$ cat src/rtl/bin2rns_seq_hs.sv
// Bit-serial binary-to-RNS forward converter for {2^k, m2, m3, m4} with a
// valid/ready handshake on both sides and an out-of-dynamic-range flag.
//
// state | meaning
// IDLE  | waiting for an operand, in_ready high
// RUN   | one operand bit per cycle folded into r2/r3/r4, MSB first
// DONE  | residues presented, out_valid high until out_ready
module bin2rns_seq_hs #(
  parameter int DYN_SIZE = 17,
  parameter int MAX_MOD  = 5,
  parameter int MOD_1_K  = 5,
  parameter int MOD_2    = 31,
  parameter int MOD_3    = 21,
  parameter int MOD_4    = 5
) (
  input  logic                clk,
  input  logic                reset,
  input  logic                in_valid,
  output logic                in_ready,
  input  logic [DYN_SIZE:0]   N,
  output logic                out_valid,
  input  logic                out_ready,
  output logic [MAX_MOD-1:0]  x0,
  output logic [MAX_MOD-1:0]  x1,
  output logic [MAX_MOD-1:0]  x2,
  output logic [MAX_MOD-1:0]  x3,
  output logic                out_ovf
);

  localparam int CW = $clog2(DYN_SIZE + 2);
  // Wide enough for the full product of the four moduli.
  localparam int MW = MOD_1_K + 3 * MAX_MOD + DYN_SIZE + 2;
  localparam logic [MW-1:0] M = (MW'(1) << MOD_1_K) * MW'(MOD_2) * MW'(MOD_3) * MW'(MOD_4);

  typedef enum logic [1:0] {IDLE, RUN, DONE} state_t;

  state_t              state, state_nxt;
  logic [DYN_SIZE:0]   sh;
  logic [CW-1:0]       cnt;
  logic [MAX_MOD-1:0]  r2, r3, r4;
  logic [MAX_MOD-1:0]  x0_q;
  logic                ovf_q;
  logic                accept;
  logic                last_bit;
  logic                b;

  // r < m, so 2r + b < 2m and one conditional subtraction reduces it.
  function automatic logic [MAX_MOD-1:0] mod_step(input logic [MAX_MOD-1:0] r,
                                                  input logic b_in,
                                                  input logic [MAX_MOD:0] m);
    logic [MAX_MOD:0] t;
    logic [MAX_MOD:0] d;
    t = {r, b_in};
    d = (t >= m) ? (t - m) : t;
    return d[MAX_MOD-1:0];
  endfunction

  assign accept   = (state == IDLE) && in_valid;
  assign last_bit = (cnt == CW'(DYN_SIZE));
  assign b        = sh[DYN_SIZE];

  always_ff @(posedge clk or posedge reset) begin
    if (reset) state <= IDLE;
    else       state <= state_nxt;
  end

  always_comb begin
    state_nxt = state;
    case (state)
      IDLE:    if (in_valid) state_nxt = RUN;
      RUN:     if (last_bit) state_nxt = DONE;
      DONE:    if (out_ready) state_nxt = IDLE;
      default: state_nxt = IDLE;
    endcase
  end

  always_ff @(posedge clk or posedge reset) begin
    if (reset) begin
      sh    <= '0;
      cnt   <= '0;
      r2    <= '0;
      r3    <= '0;
      r4    <= '0;
      x0_q  <= '0;
      ovf_q <= 1'b0;
    end else if (accept) begin
      sh    <= N;
      cnt   <= '0;
      r2    <= '0;
      r3    <= '0;
      r4    <= '0;
      x0_q  <= MAX_MOD'(N[MOD_1_K-1:0]);
      ovf_q <= (MW'(N) >= M);
    end else if (state == RUN) begin
      sh  <= {sh[DYN_SIZE-1:0], 1'b0};
      cnt <= cnt + CW'(1);
      r2  <= mod_step(r2, b, (MAX_MOD+1)'(MOD_2));
      r3  <= mod_step(r3, b, (MAX_MOD+1)'(MOD_3));
      r4  <= mod_step(r4, b, (MAX_MOD+1)'(MOD_4));
    end
  end

  assign in_ready  = (state == IDLE);
  assign out_valid = (state == DONE);
  assign x0        = x0_q;
  assign x1        = r2;
  assign x2        = r3;
  assign x3        = r4;
  assign out_ovf   = ovf_q;

endmodule

$ cat config.mk
export PLATFORM = sky130hd
export DESIGN_NAME = bin2rns_seq_hs
export DESIGN_NICKNAME = d
export VERILOG_FILES = /design/src/rtl/bin2rns_seq_hs.sv
export SDC_FILE = /design/constraint.sdc
export NUM_CORES = 1
export LEC_CHECK = 0
export ABC_AREA = 1
export CAP_MARGIN = 10
export CORE_MARGIN = 10
export CORE_UTILIZATION = 59
export CTS_BUF_LIST = sky130_fd_sc_hd__clkbuf_8
export CTS_CLUSTER_SIZE = 16
export DETAILED_ROUTE_END_ITERATION = 10
export PLACE_DENSITY = 0.95
export SLEW_MARGIN = 10
export SYNTH_ARGS = -nofsm -noshare
export SYNTH_HDL_FRONTEND = slang
export SYNTH_SLANG_ARGS = --single-unit
$ cat constraint.sdc
create_clock -name clk -period 4.3 [get_ports clk]
set_input_delay 0.86 -clock clk [delete_from_list [all_inputs] [get_ports clk]]
set_output_delay 0.86 -clock clk [all_outputs]
set_load 0.02 [all_outputs]
==> results.txt <==
Hold Buf Count CTS = 0
Via-to-Cell Ratio = 5.41
Post-Synth XOR/XNOR Area = 0.346%
Pins Over Slew Limit = 0
fin crit share = 55.7%
top-count cell post-synth = nand2_1
clk_lat worst skew = 0.30 ns
placed cell count = 405
compound-cell area share of the yosys netlist = 11.4%
Crit path largest cell delay = 0.63 ns
largest family of logic cells by synthesized area = simple AND/OR/NAND/NOR gates
DRT antenna net count = 0
RSZ-0062 raised after global routing = false
first-pass GRT wire length = 10,200 microns
DR pass1 iterations = 7
Non-Filler Instances = 413
Yosys warnings = 0
Clock Path Buffers = 2
Layout fillers = 307
Seq/Total Area, Yosys = 45.4%
sw frac = 45.9%
WP data required = 3.44 ns
Post-Synth Adder-Cell Area = 3.46%
Area Growth Syn to Fin = 20.0%
number of CTS-inserted buffers = 5
Worst R2R Setup Slack = 2.60 ns
largest net degree at the start of global routing = 47
initial core utilization = 62.0%
Synth cell types = 28
status = finished clean
gpl congestion = 0.805
Worst R2R Path Depth = 10
die width = 85.5 microns
Site Rows = 23
detailed placement HPWL = 4150 microns
crit start category = flip-flop
area leader, netlist = dfrtp_1
initial antenna violation count = 0
Clk pin slew, worst setup/hold paths = 0.08 ns
post-synthesis simple-gate area fraction = 28.4%
Reg power frac = 34.7%
Total GRT Usage = 16.5%
Hold EP = x0[2]$_DFFE_PP0P_
Slew @ Worst Pin = 0.938 ns
Clock Skews = 0.00839 ns
drt total wl = 5990 microns
commonest cells in the netlist = 109 x nand2_1, 46 x dfrtp_1, 45 x inv_1
Clk Tree Root Cell = clkbuf_8
cts repair resizes = 0
Antenna diodes = 0
crit-path cells = inv_1, nor2_1, clkdlybuf4s50_1
Core Region = 4090 sq um
layout cells sized above 1 = 9.09%
syn avg cell area = 7.92 sq um
Pwr per Cell Area = 786 nW/um^2
PortBufs = 44
Worst Path Arrival = 1.54 ns
Layout Nets = 391
initial drt markers = 145
Synth top area share = 45.4%
Finished Core Util = 74.5%
Setup WS post-layout = 1.90 ns
total gr overflow = 0
Worst IR Drop VDD = 348 uV
R2R Path End = x3[0]$_DFFE_PP0P_
Post-Syn Area = 2530 sq um
Post-Place Setup Slack = 1.97 ns
Via Count = 2,236
WHS Path Cells = 2
hold path startpoint = x0[2]$_DFFE_PP0P_
Post-synth EDFFs = 0
CP endpoint kind = primary output
CP max-delay cell = clkdlybuf4s50_1
min cycle time layout = 2.40 ns
asr flop ratio synth = 100%
Leakage = 1.55 nW
wire per inst = 14.5 microns
Post-CTS Setup Repair Bufs = 0
top post-synthesis cells by area = dfrtp_1 45%, nand2_1 16%, inv_1 6.7%, nand3_1 4.9%, ha_1 3.5%
CTS tree = done
Die H = 85.5 microns
worst r2r src = sh[17]$_DFFE_PP0P_
maxcap violations = 0
top_reg_cell synth = dfrtp_1
drt drc = 0
NetSw = 1.10 mW
clock share of power = 11.6%
CTS sink cnt = 46
critical path class = flip-flop to primary output
critical path peak fanout = 2
H-tree levels = 2
vias in the first global route = 2,275
Syn Nets = 349
Hold Path Class = flip-flop to flip-flop
Final setup violation count = 0
cells after synthesis = 320
flop and latch count out of synthesis = 46
total chip power = 2.39 mW
relative slew slack = 37.4%
Finished Cell Area = 3040 sq um
die area = 7320 sq um
Fin. Hold Viols = 0
f_max = 417 MHz
proportion of synthesized area in mux cells = 0%
boundary pin count = 45
Setup TNS Final = 0 ns
P_int = 1.29 mW
final hold slack = 0.488 ns
Placed Instance Area = 2950 sq um
Combinational Power Share = 53.7%
## layer usage
metal / vias to the layer above / part of all wire (%) / track usage [%] / routed length (microns)
met1: 1038 / 41 / 18.1 / 2450
met5: - / 0 / 0 / 0
met4: 0 / 3.0 / 7.19 / 180
met3: 19 / 7.7 / 6.34 / 460
li1: 1095 / - / - / -
met2: 84 / 48 / 27.9 / 2890
## logic make-up after synthesis
family | after synthesis
xor+xnor | 1
buf+inv | 58
compound gates | 43
fa+ha+maj | 7
simple gates | 165
flops | 46
## area by class of cell
type	instances	area [sq um]	share of cell area (%)
clock buffers	6	82.6	2.71
clock inverters	2	12.5	0.411
inverters	49	189	6.21
multi-input cells	216	1100	36.3
flip-flops and latches	46	1150	37.8
well taps	50	62.6	2.06
repair buffers	44	440	14.5
## layout by cell type (no fill, tap or decap)
master / instances
o21ai_2: 5
clkinvlp_4: 1
nand3_1: 25
nor2_4: 1
nand2_2: 1
o221ai_2: 1
o221ai_1: 1
a21oi_2: 1
nor2_2: 2
ha_1: 7
clkinv_2: 1
o22ai_1: 1
o211ai_2: 4
nor3_2: 1
inv_2: 3
o21ai_0: 10
nor2_1: 14
o211ai_1: 2
xor2_1: 1
dfrtp_1: 46
inv_4: 2
inv_1: 44
nand2_4: 3
clkbuf_8: 6
nand4_1: 8
o21ai_1: 11
nand3_2: 1
clkdlybuf4s50_1: 44
nand2_1: 109
a21oi_1: 7
## registers in the layout (all words and copies together) (netlist names)
name     cells
state        2
x0           5
cnt          5
x2           5
x1           5
out_ovf      1
x3           5
sh          18
## worst max path at each step
| stage | from | end | slack, ns | cells past startpoint |
|---|---|---|---|---|
| finish | state[1]$_DFFE_PP0P_ | out_valid | 1.90 | 3 |
| global route | state[1]$_DFFE_PP0P_ | out_valid | 1.82 | 3 |
| CTS | state[1]$_DFFE_PP0P_ | out_valid | 1.90 | 3 |
| detailed placement | in_valid | cnt[3]$_DFFE_PP0P_ | 1.97 | 6 |
| global placement | in_valid | sh[17]$_DFFE_PP0P_ | 2.05 | 6 |
| floorplan | reset | cnt[0]$_DFFE_PP0P_ | 2.35 | 1 |
## power groups by stage
stage	clock network (mW)	registers, mW	logic, mW
final	0.277	0.831	1.28
after global routing	0.298	0.855	1.44
after CTS	0.276	0.824	1.29
after detailed placement	0	0.826	1.28
after global placement	0	0.820	1.21
after floorplan	0	0.915	0.809
## worst max-delay path, delay by kind of cell (launching register included)
family / cells / cell delay, ns
buffers and inverters: 2 / 0.72
DFF: 1 / 0.39
and+or+nand+nor: 1 / 0.12
No activity file was read; power rests on OpenSTA's default activity.
